`src/rtl/mem_access_pkg.sv`:
```
// Shared definitions for the MEM stage: ALU_Control load/store codes, FSM
// states and the big-endian lane helpers used by mem_align.
package mem_access_pkg;

    localparam logic [5:0] ALU_LB  = 6'h20;
    localparam logic [5:0] ALU_LH  = 6'h21;
    localparam logic [5:0] ALU_LW  = 6'h23;
    localparam logic [5:0] ALU_LBU = 6'h24;
    localparam logic [5:0] ALU_LHU = 6'h25;
    localparam logic [5:0] ALU_SB  = 6'h28;
    localparam logic [5:0] ALU_SH  = 6'h29;
    localparam logic [5:0] ALU_SW  = 6'h2B;

    typedef enum logic {ST_IDLE, ST_WAIT} state_t;

    typedef enum logic [1:0] {SZ_BYTE, SZ_HALF, SZ_WORD} mem_size_t;

    // Unknown codes fall through to a full-word access.
    function automatic mem_size_t decode_size(input logic [5:0] ctrl);
        case (ctrl)
            ALU_LB, ALU_LBU, ALU_SB: decode_size = SZ_BYTE;
            ALU_LH, ALU_LHU, ALU_SH: decode_size = SZ_HALF;
            default:                 decode_size = SZ_WORD;
        endcase
    endfunction

    function automatic logic load_is_signed(input logic [5:0] ctrl);
        load_is_signed = (ctrl == ALU_LB) || (ctrl == ALU_LH);
    endfunction

    function automatic logic [3:0] lane_be(input mem_size_t sz, input logic [1:0] off);
        case (sz)
            SZ_BYTE: lane_be = 4'b1000 >> off;
            SZ_HALF: lane_be = off[1] ? 4'b0011 : 4'b1100;
            default: lane_be = 4'b1111;
        endcase
    endfunction

    // Offset 0 is the most significant lane (big-endian).
    function automatic logic [31:0] lane_extract(input mem_size_t sz, input logic sext,
                                                 input logic [1:0] off, input logic [31:0] data);
        logic [7:0]  b;
        logic [15:0] h;
        case (off)
            2'd0:    b = data[31:24];
            2'd1:    b = data[23:16];
            2'd2:    b = data[15:8];
            default: b = data[7:0];
        endcase
        h = off[1] ? data[15:0] : data[31:16];
        case (sz)
            SZ_BYTE: lane_extract = {{24{sext & b[7]}}, b};
            SZ_HALF: lane_extract = {{16{sext & h[15]}}, h};
            default: lane_extract = data;
        endcase
    endfunction

endpackage

```
`src/rtl/mem_access_align.sv`:
```
// Combinational lane steering for data memory: store replication and byte
// enables, load extract/extend, and misalignment detection.
module mem_align
    import mem_access_pkg::*;
(
    input  logic [5:0]  alu_ctrl,
    input  logic [1:0]  offset,
    input  logic [31:0] store_data,
    input  logic [31:0] load_raw,
    output logic [3:0]  byte_en,
    output logic [31:0] store_lanes,
    output logic [31:0] load_data,
    output logic        misaligned
);

    mem_size_t mem_size;

    always_comb begin
        mem_size    = decode_size(alu_ctrl);
        byte_en     = lane_be(mem_size, offset);
        store_lanes = store_data;
        misaligned  = 1'b0;
        case (mem_size)
            SZ_BYTE: store_lanes = {4{store_data[7:0]}};
            SZ_HALF: begin
                store_lanes = {2{store_data[15:0]}};
                misaligned  = offset[0];
            end
            default: misaligned = (offset != 2'b00);
        endcase
        load_data = lane_extract(mem_size, load_is_signed(alu_ctrl), offset, load_raw);
    end

endmodule

```
`src/rtl/mem_access.sv`:
```
// Pipeline MEM stage: issues loads/stores over a req/ack handshake, stalls
// upstream while waiting, aborts on misalignment or timeout, registers to WB.
module mem_access
    import mem_access_pkg::*;
#(
    parameter int unsigned TIMEOUT = 16
)
(
    input  logic        CLK,
    input  logic        RESET,
    input  logic [31:0] Instr1_IN,
    input  logic [31:0] Instr1_PC_IN,
    input  logic [31:0] ALU_result1_IN,
    input  logic [4:0]  WriteRegister1_IN,
    input  logic [31:0] MemWriteData1_IN,
    input  logic        RegWrite1_IN,
    input  logic [5:0]  ALU_Control1_IN,
    input  logic        MemRead1_IN,
    input  logic        MemWrite1_IN,
    input  logic [1:0]  MEM_Data_select,
    input  logic [31:0] WB_result_forward,
    output logic        dmem_req,
    output logic        dmem_we,
    output logic [31:0] dmem_addr,
    output logic [3:0]  dmem_be,
    output logic [31:0] dmem_wdata,
    input  logic [31:0] dmem_rdata,
    input  logic        dmem_ack,
    output logic        STALL_OUT,
    output logic        FAULT_OUT,
    output logic [31:0] Mem_result_forward,
    output logic [31:0] Instr1_OUT,
    output logic [31:0] Instr1_PC_OUT,
    output logic [31:0] WriteData1_OUT,
    output logic [4:0]  WriteRegister1_OUT,
    output logic        RegWrite1_OUT
);

    localparam int unsigned CNT_W = $clog2(TIMEOUT + 1);

    state_t           state_q, state_d;
    logic [CNT_W-1:0] cnt_q, cnt_d;
    logic [31:0]      instr_q, instr_d, pc_q, pc_d, wdata_q, wdata_d;
    logic [4:0]       wreg_q, wreg_d;
    logic             regwrite_q, regwrite_d;

    logic        mem_op, is_store, is_load, timeout, req, complete, pass;
    logic [31:0] store_src, store_lanes, load_data;
    logic [3:0]  byte_en;
    logic        misaligned;

    mem_align u_align (
        .alu_ctrl    (ALU_Control1_IN),
        .offset      (ALU_result1_IN[1:0]),
        .store_data  (store_src),
        .load_raw    (dmem_rdata),
        .byte_en     (byte_en),
        .store_lanes (store_lanes),
        .load_data   (load_data),
        .misaligned  (misaligned)
    );

    always_comb begin
        mem_op    = MemRead1_IN | MemWrite1_IN;
        is_store  = MemWrite1_IN;
        is_load   = MemRead1_IN & ~MemWrite1_IN;
        store_src = (MEM_Data_select == 2'd1) ? WB_result_forward : MemWriteData1_IN;
        timeout   = (state_q == ST_WAIT) && (cnt_q == CNT_W'(TIMEOUT));
        // RESET gates the request path so it drops without waiting for a clock.
        req       = mem_op & ~misaligned & ~timeout & ~RESET;
        complete  = req & dmem_ack;
        pass      = mem_op ? complete : 1'b1;

        dmem_req   = req;
        dmem_we    = req & is_store;
        dmem_addr  = req ? {ALU_result1_IN[31:2], 2'b00} : '0;
        dmem_be    = req ? byte_en : '0;
        dmem_wdata = (req & is_store) ? store_lanes : '0;
        STALL_OUT  = req & ~dmem_ack;
        FAULT_OUT  = ~RESET & ((mem_op & misaligned) | timeout);
        Mem_result_forward = (complete & is_load) ? load_data : ALU_result1_IN;

        state_d = ST_IDLE;
        cnt_d   = '0;
        if (req && !dmem_ack) begin
            state_d = ST_WAIT;
            cnt_d   = (state_q == ST_WAIT) ? cnt_q + CNT_W'(1) : '0;
        end

        instr_d    = '0;
        pc_d       = '0;
        wdata_d    = '0;
        wreg_d     = '0;
        regwrite_d = 1'b0;
        if (pass) begin
            instr_d    = Instr1_IN;
            pc_d       = Instr1_PC_IN;
            wdata_d    = Mem_result_forward;
            wreg_d     = WriteRegister1_IN;
            regwrite_d = RegWrite1_IN & ~is_store;
        end
    end

    always_ff @(posedge CLK or posedge RESET) begin
        if (RESET) begin
            state_q    <= ST_IDLE;
            cnt_q      <= '0;
            instr_q    <= '0;
            pc_q       <= '0;
            wdata_q    <= '0;
            wreg_q     <= '0;
            regwrite_q <= 1'b0;
        end else begin
            state_q    <= state_d;
            cnt_q      <= cnt_d;
            instr_q    <= instr_d;
            pc_q       <= pc_d;
            wdata_q    <= wdata_d;
            wreg_q     <= wreg_d;
            regwrite_q <= regwrite_d;
        end
    end

    assign Instr1_OUT         = instr_q;
    assign Instr1_PC_OUT      = pc_q;
    assign WriteData1_OUT     = wdata_q;
    assign WriteRegister1_OUT = wreg_q;
    assign RegWrite1_OUT      = regwrite_q;

endmodule

```
`config.mk`:
```
export PLATFORM = sky130hd
export DESIGN_NAME = mem_access
export DESIGN_NICKNAME = d
export VERILOG_FILES = /design/src/rtl/mem_access_pkg.sv /design/src/rtl/mem_access_align.sv /design/src/rtl/mem_access.sv
export SDC_FILE = /design/constraint.sdc
export NUM_CORES = 1
export LEC_CHECK = 0
export ABC_AREA = 1
export BUFFER_PORTS_ARGS = -buffer_cell sky130_fd_sc_hd__buf_2
export CORE_AREA = 2 2 162 164
export CTS_BUF_LIST = sky130_fd_sc_hd__clkbuf_16
export DETAILED_ROUTE_END_ITERATION = 10
export DIE_AREA = 0 0 164 166
export GPL_TIMING_DRIVEN = 0
export PLACE_DENSITY_LB_ADDON = 0.15
export SYNTH_ARGS = -nofsm -noshare
export SYNTH_HDL_FRONTEND = slang
export SYNTH_HIERARCHICAL = 1
export SYNTH_SLANG_ARGS = --single-unit
```
`constraint.sdc`:
```
create_clock -name CLK -period 10.65 [get_ports CLK]
set_input_delay 0.5325 -clock CLK [delete_from_list [all_inputs] [get_ports CLK]]
set_output_delay 0.5325 -clock CLK [all_outputs]
set_load 0.01 [all_outputs]
```
==> metrics.txt, run 1 <==
Peak VDD IR=0.0654 mV; Clock Latency Late Sink=0.36 ns; number of library cell types mapped by synthesis=28; Synth Register Bits=108; clk sink count=108; highest routed metal layer=met5; setup TNS=0 ns; clock skew=0.0120 ns; Post-synth top cells=inv_1 (220), nand2_1 (205), nor2_1 (179); final hold violation count=0; Storage cell area=0.00270 sq mm; Cell Chain, Critical Path=buf_2 > inv_1 > nand3_2 > nor2_2 > clkbuf_1 > a21oi_1 > nor2_1 > nand2_1 > a21oi_4 > clkinv_1 > clkbuf_1 > nor2_1 > buf_2; minimum period implied by the final worst setup slack=4.19 ns; max-cap violation count=0; Post-CTS Hold Fix Bufs=0; die area=0.0272 sq mm; Setup crit end kind=primary output; Worst EP required=10.12 ns; pin count of the biggest net entering global routing=90; # setup viols final=0; Yosys top cell by area=dfrtp_1; average size of a mapped cell=6.90 sq um; synth top area cells=dfrtp_1 (41%), inv_1 (13%), nand2_1 (12%); Layout Utilization=0.366; DRC=0; Final nets=1,586; layout cells sized above 1=0.366; final global-route overflow total=0; Syn-to-layout area delta=43.6%; first-pass GRT wire length=41.8 mm; Synth Cell Area=0.00653 sq mm; Crit-path slowest cell=clkbuf_1; Worst path max stage delay=0.47 ns; Filler Cell Count=2,904; crit path launch type=primary input; post-CTS setup buffers=0; drt first pass iters=5; I/O Buffers=413; met2 routed WL=14.7 mm; Slew headroom=0.505; Slew Limit Fails=0; synth warn=6; RD Place Congestion=0.857; worst hold path class=in2async; Routed met3 length=2.14 mm; M1 WL=10.8 mm; final worst-path cycle share=0.393; H-tree levels=3; number of global-route vias before repair=7,218; Worst Path Max Fanout=10; GRT Total Usage=0.202; DP HPWL=23.6 mm; CP arrival=3.66 ns; RSZ-0062 raised after global routing=no; Core Area=0.0256 sq mm; drt initial violations=601; Multi-input gate area=0.00264 sq mm; Seq/Total Area, Yosys=0.414; Crit Path Class=in2out; io pins=417; die height=166 um; Detailed Route WL=28.1 mm; Final ANT Viol Nets=0; Synth Flop Type=dfrtp_1; total number of vias=7,284; CP top delay family=buffers and inverters; post-DR vias/cell=4.24; PD cells=109 mW/mm^2; count leader, synth=inv_1; DIE WIDTH=164 um; Slew @ Worst Pin=0.742 ns; cell count after synthesis=947; CTS buffer count=9; EDFF count, synth=0; outcome=completed; Buf+Inv Stages, Crit Path=6; Leak=6.22 nW; routed length per instance=16.4 um; Fmax=0.239 GHz; share of synthesized flip-flops with an asynchronous set or reset=1.00; initial antenna violation count=10; clock-pin slew on the worst setup and hold paths=0.08 ns; post-CTS sizing=0; CTS tree=yes; maximum clock path buffer count=2; top-area cell type share of the netlist area=0.414; FP Rows=59; Root Driver=clkbuf_16; Starting Density=0.255
## path summary, 6_finish.rpt
| path | endpoint | slack (ns) | depth (start not counted) | start |
|---|---|---|---|---|
| max | dmem_be[0] | 6.46 | 13 | ALU_Control1_IN[1] |
| min | Instr1_PC_OUT[29] | 0.14 | 2 | RESET |
| max reg2reg | WriteData1_OUT[12] | 8.57 | 10 | cnt_q[0] |
| min reg2reg | cnt_q[0] | 0.51 | 1 | cnt_q[0] |
| max in group asynchronous | Instr1_OUT[23] | 9.80 | 3 | RESET |
| min in group CLK | WriteRegister1_OUT[2] | 0.37 | 3 | WriteRegister1_IN[2] |
## metrics by stage
| step | cells | area (sq um) | hold WS, ns | power [mW] | setup WS, ns |
|---|---|---|---|---|---|
| final | 1716 | 9380 | 0.137 | 1.02 | 6.46 |
| after global routing | 1714 | 9380 | 0.148 | 1.08 | 6.16 |
| after CTS | 1713 | 9370 | 0.136 | 1.04 | 6.31 |
| after detailed placement | 1697 | 9060 | 0.488 | 0.686 | 6.32 |
| after global placement | 1696 | 9020 | 0.495 | 0.684 | 4.70 |
| after floorplan | 948 | 6540 | 0.464 | 0.569 | 6.47 |
## registers in the layout (all words and copies together), names as in the netlist
register	flops
state_q	1
Instr1_OUT	32
Instr1_PC_OUT	32
WriteData1_OUT	32
WriteRegister1_OUT	5
RegWrite1_OUT	1
cnt_q	5
## logic make-up after synthesis
kind of cell               Yosys count  synth area share
and+or+nand+nor                    514             0.336
buffers and inverters              283             0.182
DFF                                108             0.414
muxes                               32            0.0552
AOI/OAI and AO/OA                    4           0.00479
xor gates and xnor gates             3           0.00402
adders and majority gates            2           0.00383
other                                1          0.000574
## power breakdown
part | internal [mW] | leakage (nW) | total (mW) | switching [mW]
logic | 0.0981 | 4.62 | 0.241 | 0.142
clock network | 0.170 | 0.152 | 0.346 | 0.176
registers | 0.429 | 1.45 | 0.433 | 0.00447
total | 0.697 | 6.22 | 1.02 | 0.323
## layout make-up
type,count,area share
Sequential cell,108,0.288
Multi-Input combinational cell,557,0.282
Timing Repair Buffer,414,0.223
Inverter,225,0.0906
Tap cell,335,0.0447
Buffer,58,0.0371
Clock buffer,9,0.0240
Clock inverter,7,0.00974
Antenna cell,3,0.000800
## per-layer routing
layer | up-vias | global-route usage
met1 | 3270 | 0.230
met5 | - | 0
li1 | 3644 | -
met4 | 14 | 0.0446
met3 | 32 | 0.0490
met2 | 324 | 0.379
## cell usage in the layout (no fill, tap or decap), types with 2 or more instances in the layout
| cell | count |
|---|---|
| conb_1 | 2 |
| buf_1 | 3 |
| a21oi_1 | 2 |
| buf_2 | 421 |
| dfrtp_1 | 108 |
| xor2_1 | 2 |
| inv_1 | 219 |
| ha_1 | 2 |
| clkinv_8 | 3 |
| nand2_1 | 205 |
| nand4_1 | 40 |
| buf_6 | 10 |
| nand3b_1 | 3 |
| diode_2 | 3 |
| nor3_1 | 5 |
| nand3_2 | 3 |
| nor2_2 | 2 |
| inv_2 | 3 |
| nand3_1 | 74 |
| buf_4 | 12 |
| clkbuf_16 | 9 |
| inv_6 | 3 |
| mux2_2 | 32 |
| clkbuf_1 | 25 |
| nor2_1 | 179 |
| clkinv_1 | 2 |
## worst reg2reg max path, stage by stage (launching register included)
cell	delay (ns)
dfrtp_1	0.42
inv_1	0.07
ha_1	0.15
inv_1	0.04
nor2_1	0.21
nand2_1	0.12
nand4_1	0.26
clkbuf_1	0.43
nand2_1	0.11
nand2_1	0.11
nor2_1	0.05
Note: power is estimated with default switching activity, not from simulation.
==> inputs of run 2 (changes only) <==
--- a/config.mk
+++ b/config.mk
@@ -5,12 +5,12 @@
 export SDC_FILE = /design/constraint.sdc
 export NUM_CORES = 1
 export LEC_CHECK = 0
-export ABC_AREA = 1
+export ABC_AREA = 0
 export BUFFER_PORTS_ARGS = -buffer_cell sky130_fd_sc_hd__buf_2
-export CORE_AREA = 2 2 162 164
+export CORE_AREA = 2 2 163 165
 export CTS_BUF_LIST = sky130_fd_sc_hd__clkbuf_16
 export DETAILED_ROUTE_END_ITERATION = 10
-export DIE_AREA = 0 0 164 166
+export DIE_AREA = 0 0 165 167
 export GPL_TIMING_DRIVEN = 0
 export PLACE_DENSITY_LB_ADDON = 0.15
 export SYNTH_ARGS = -nofsm -noshare
==> constraint.sdc (replaced) <==
create_clock -name CLK -period 3.47 [get_ports CLK]
set_input_delay 0.1735 -clock CLK [delete_from_list [all_inputs] [get_ports CLK]]
set_output_delay 0.1735 -clock CLK [all_outputs]
set_load 0.01 [all_outputs]
==> metrics.txt, run 2 <==
outcome=completed; number of library cell types mapped by synthesis=40 (+43%); Worst EP required=3.30 ns (-6.82 ns); Leak=4.96 nW (-20%); DIE WIDTH=165 um (+0.61%); Synth Flop Type=dfrtp_1; Slew @ Worst Pin=0.919 ns (+0.177 ns); RSZ-0062 raised after global routing=no; Seq/Total Area, Yosys=0.431 (+0.0171); cell count after synthesis=671 (-29%); routed length per instance=18.3 um (+11%); final global-route overflow total=0 (unchanged); DRC=0 (unchanged); Crit Path Class=in2out; commonest cells after routing, fill and taps aside=buf_2 (431), dfrtp_1 (108), nand2_1 (77); final hold violation count=0 (unchanged); Synth Cell Area=0.00627 sq mm (-4.0%); most common cell after layout, fill and taps aside=buf_2; synth warn=6 (unchanged); FP Rows=59 (unchanged); die area=0.0276 sq mm (+1.2%); worst hold path class=in2reg; Final Cell Area=0.00913 sq mm (-2.6%); clk sink count=108 (unchanged); total number of vias=6,441 (-12%); Synth Register Bits=108 (unchanged); Core Area=0.0258 sq mm (+0.58%); crit path launch type=primary input; Syn-to-layout area delta=45.6%; CTS buffer count=9 (unchanged); Yosys top cell by area=dfrtp_1; pin count of the biggest net entering global routing=95 (+5.6%); maximum clock path buffer count=2 (unchanged); Starting Density=0.244 (-0.0115); H-tree levels=3 (unchanged); share of synthesized flip-flops with an asynchronous set or reset=1.00 (unchanged); DP HPWL=21.8 mm (-7.5%); Fin Hold WS=0.0243 ns (-0.113 ns); Root Driver=clkbuf_16; I/O Buffers=414 (+0.24%); layout cells sized above 1=0.475 (+0.108); Detailed Route WL=26.3 mm (-6.5%); Final nets=1,312 (-17%); Clock Latency Late Sink=0.36 ns (about the same); Place WS=0.0539 ns (-6.26 ns); first-pass GRT wire length=39.2 mm (-6.2%); clock skew=0.0172 ns (+0.00521 ns); die height=167 um (+0.60%); setup slack after layout=0.314 ns (-6.15 ns); CTS tree=yes; Worst Path Max Fanout=10 (unchanged); Peak VDD IR=0.220 mV (+240%); # setup viols final=0 (unchanged); drt first pass iters=5 (unchanged); setup TNS=0 ns (unchanged); count leader, synth=dfrtp_1; post-DR vias/cell=4.47 (+5.4%); Placed Instance Area=0.00880 sq mm (-2.8%); clock-pin slew on the worst setup and hold paths=0.09 ns (about the same); Fmax=0.317 GHz; number of global-route vias before repair=6,564 (-9.1%); max-cap violation count=0 (unchanged); synth top area cells=dfrtp_1 (43%), nor2b_1 (7.3%), mux2_2 (7.2%); final worst-path cycle share=0.910; Post-synth top cells=dfrtp_1 (108), nand2_1 (77), nor2b_1 (73); total power=3.10 mW (+200%); Setup crit end kind=primary output; io pins=417 (unchanged); RD Place Congestion=0.799 (-6.7%); Slew Limit Fails=0 (unchanged); drt initial violations=349 (-42%); top-area cell type share of the netlist area=0.431 (+0.0171); CP arrival=2.98 ns (-0.68 ns); Slew headroom=0.387 (-0.118); initial antenna violation count=2 (-8); Final ANT Viol Nets=0 (unchanged); GRT Total Usage=0.188 (-0.0146); PD cells=340 mW/mm^2 (+210%); average size of a mapped cell=9.35 sq um (+36%); EDFF count, synth=0 (unchanged); minimum period implied by the final worst setup slack=3.16 ns
[run 2: cell types whose count changed after synthesis, sizes merged, moves of 41 or more]
| cell | before | now |
|---|---|---|
| o21ai | 1 | 55 |
| nand2 | 205 | 77 |
| nor2 | 182 | 18 |
| nand4 | 41 | 0 |
| inv | 223 | 5 |
| and2 | 0 | 68 |
| nor2b | 0 | 73 |
[run 2: routing by layer]
metal / track usage / vias to the layer above / share of wire
met5: 0 / - / 0.00049
met1: 0.225 / 2988 / 0.40
met3: 0.0496 / 23 / 0.083
met2: 0.334 / 301 / 0.50
met4: 0.0416 / 2 / 0.015
li1: - / 3127 / -
[run 2: worst paths after layout]
| check | slack (ns) | cells after the start | to | from |
|---|---|---|---|---|
| min | 0.02 | 2 | Instr1_OUT[20] | Instr1_IN[20] |
| min reg2reg | 0.50 | 1 | cnt_q[0] | cnt_q[0] |
| min in group asynchronous | 0.37 | 3 | cnt_q[2] | RESET |
| max reg2reg | 1.16 | 6 | cnt_q[4] | cnt_q[0] |
| max in group asynchronous | 2.38 | 4 | Instr1_PC_OUT[28] | RESET |
| max | 0.31 | 10 | dmem_addr[12] | ALU_Control1_IN[1] |
[run 2: logic make-up (layout without fill, tap and decap cells)]
family,after synthesis,in the layout,share of synthesized area
and+or+nand+nor,290,290,0.251
buffers and inverters,69,501,0.0552
muxes,56,56,0.113
xor gates and xnor gates,3,3,0.00419
adders and majority gates,2,2,0.00399
DFF,108,108,0.431
AOI/OAI and AO/OA,142,142,0.141
other,1,3,0.000598
[run 2: worst max-delay path, stage by stage]
cell	delay (ns)
buf_2	0.10
nor3b_2	0.22
buf_4	0.23
and2_1	0.15
buf_2	0.26
o21ai_0	0.32
a2111oi_4	0.82
clkbuf_2	0.39
and2_1	0.17
buf_2	0.14
[run 2: power breakdown]
group          leakage (nW)  total [mW]  internal, mW  switching, mW
clock                 0.151        1.05         0.519          0.529
combinational          3.36       0.722         0.327          0.395
sequential             1.44        1.33          1.32         0.0145
[run 2: layout make-up]
cell class | count | area (sq um)
Antenna cell | 1 | 2.50
Buffer | 64 | 328
Clock buffer | 9 | 225
Clock inverter | 7 | 86.3
Fill cell | 2797 | 16600
Inverter | 5 | 23.8
Multi-Input combinational cell | 495 | 3240
Sequential cell | 108 | 2700
Tap cell | 335 | 419
Timing Repair Buffer | 416 | 2110
[run 2: metrics by stage]
step                instances  utilization
finish                   1440        0.355
global route             1440        0.355
CTS                      1439        0.354
detailed placement       1422        0.342
global placement         1421        0.340
floorplan                 672            -
[run 2: timing repair]
action	CTS	global route
endpoints found under the setup margin	0	20
endpoints found under the hold margin	14	0
hold buffers	1	0
setup buffers	0	0
gates resized for setup	0	1
==> inputs of run 3 (changes only) <==
--- a/config.mk
+++ b/config.mk
@@ -13,6 +13,7 @@
 export DIE_AREA = 0 0 165 167
 export GPL_TIMING_DRIVEN = 0
 export PLACE_DENSITY_LB_ADDON = 0.15
+export REMOVE_ABC_BUFFERS = 1
 export SYNTH_ARGS = -nofsm -noshare
 export SYNTH_HDL_FRONTEND = slang
 export SYNTH_HIERARCHICAL = 1
==> metrics.txt, run 3 (same netlist as run 2, synthesis figures left out) <==
outcome=completed; Fmax=0.306 GHz (-3.5%); max-cap violation count=0 (unchanged); Slew @ Worst Pin=0.882 ns (-0.0369 ns); die area=0.0276 sq mm (unchanged); DIE WIDTH=165 um (unchanged); Leak=4.88 nW (-1.6%); CTS tree=yes; Setup crit end kind=primary output; routed length per instance=18.3 um (+0.23%); clock skew=0.0155 ns (-0.00171 ns); maximum clock path buffer count=2 (unchanged); Root Driver=clkbuf_16; commonest cells after routing, fill and taps aside=buf_2 (414), dfrtp_1 (108), nand2_1 (76); initial antenna violation count=4 (+2); clock-pin slew on the worst setup and hold paths=0.09 ns (about the same); I/O Buffers=414 (unchanged); Core Area=0.0258 sq mm (unchanged); FP Rows=59 (unchanged); Crit Path Class=in2out; DP HPWL=19.1 mm (-12%); Worst EP required=3.30 ns (about the same); RSZ-0062 raised after global routing=yes; final hold violation count=0 (unchanged); Finished Layout Cells=1,386 (-3.8%); worst hold path class=in2reg; Clock Latency Late Sink=0.37 ns (about the same); clk sink count=108 (unchanged); Final Cell Area=0.00904 sq mm (-1.0%); CTS buffer count=9 (unchanged); final worst-path cycle share=0.943 (+0.0329); Starting Density=0.244 (unchanged); total power=3.13 mW (+0.84%); DRC=0 (unchanged); Syn-to-layout area delta=44.1%; Final ANT Viol Nets=0 (unchanged); Placed Instance Area=0.00865 sq mm (-1.7%); total number of vias=6,291 (-2.3%); minimum period implied by the final worst setup slack=3.27 ns (+0.114 ns); layout cells sized above 1=0.481 (+0.00677); drt initial violations=313 (-10%); H-tree levels=3 (unchanged); Placed Cells=1,365 (-4.0%); most common cell after layout, fill and taps aside=buf_2; PD cells=346 mW/mm^2 (+1.9%); Slew Limit Fails=0 (unchanged); Place WS=-1.32 ns (-1.38 ns); Final nets=1,257 (-4.2%); pin count of the biggest net entering global routing=86 (-9.5%); Filler Cell Count=2,774 (-0.82%); setup slack after layout=0.200 ns (-0.114 ns); post-DR vias/cell=4.54 (+1.5%); Slew headroom=0.411 (+0.0233); final global-route overflow total=0 (unchanged); die height=167 um (unchanged); # setup viols final=0 (unchanged); Detailed Route WL=25.4 mm (-3.5%); RD Place Congestion=0.804 (+0.65%); number of global-route vias before repair=6,265 (-4.6%); Worst Path Max Fanout=32 (+22); Peak VDD IR=0.230 mV (+4.6%); CP arrival=3.10 ns (+0.12 ns); drt first pass iters=4 (-1); first-pass GRT wire length=37.9 mm (-3.3%); GRT Total Usage=0.180 (-0.00765); io pins=417 (unchanged); crit path launch type=primary input
## run 3: metal layers
metal,share of wire,vias to the layer above,wire (um),GRT usage
met5,0.0012,-,30,0
met4,0.010,4,259,0.0355
met3,0.084,20,2120,0.0496
met2,0.49,270,12400,0.311
met1,0.42,2974,10500,0.224
li1,-,3023,-,-
## run 3: per-stage QoR
stage / TNS (ns) / utilization / hold WS, ns
after floorplan: -176.75 / - / 0.244
after global placement: -858.93 / 0.328 / 0.389
after detailed placement: -201.55 / 0.336 / 0.208
after CTS: 0 / 0.350 / 0.00256
after global routing: -0.0205 / 0.351 / 0.00721
final: 0 / 0.351 / 0.0164
## run 3: critical path, stage by stage
cell      delay [ns]
buf_2           0.11
nor3b_4         0.62
nand3b_4        0.44
nand2_1         0.17
o21ai_1         0.19
nor3b_1         0.35
a21bo_4         0.42
o21ai_0         0.30
nand2_1         0.14
buf_2           0.17
## run 3: worst paths after layout
check	startpoint	end	slack (ns)	depth (start not counted)
setup / recovery	ALU_Control1_IN[1]	Mem_result_forward[12]	0.20	10
hold / removal	Instr1_IN[11]	Instr1_OUT[11]	0.02	2
setup reg to reg	cnt_q[0]	WriteData1_OUT[30]	1.17	9
hold reg to reg	cnt_q[0]	cnt_q[0]	0.50	1
max in group asynchronous	RESET	Instr1_OUT[18]	2.37	4
min in group asynchronous	RESET	WriteData1_OUT[28]	0.38	3
## run 3: where the power goes
group          switching, mW  total, mW  internal, mW
logic                  0.385      0.709         0.324
clock network          0.568       1.09         0.520
registers             0.0138       1.33          1.32
## run 3: what timing repair did
item / in CTS / in global routing
endpoints found under the setup margin: 208 / 35
setup buffers: 2 / 0
hold endpoints to repair: 23 / 0
gates resized for setup: 4 / 2
hold buffers: 1 / 0
pin swaps: 0 / 0
## run 3: area by class of cell
type / count / area, sq um / area share
multi-input cells: 495 / 3280 / 0.363
flip-flops and latches: 108 / 2700 / 0.299
repair buffers: 425 / 2290 / 0.254
well taps: 335 / 419 / 0.0464
clock buffers: 9 / 225 / 0.0249
clock inverters: 7 / 91.3 / 0.0101
inverters: 5 / 23.8 / 0.00263
diodes: 2 / 5.00 / 0.000554
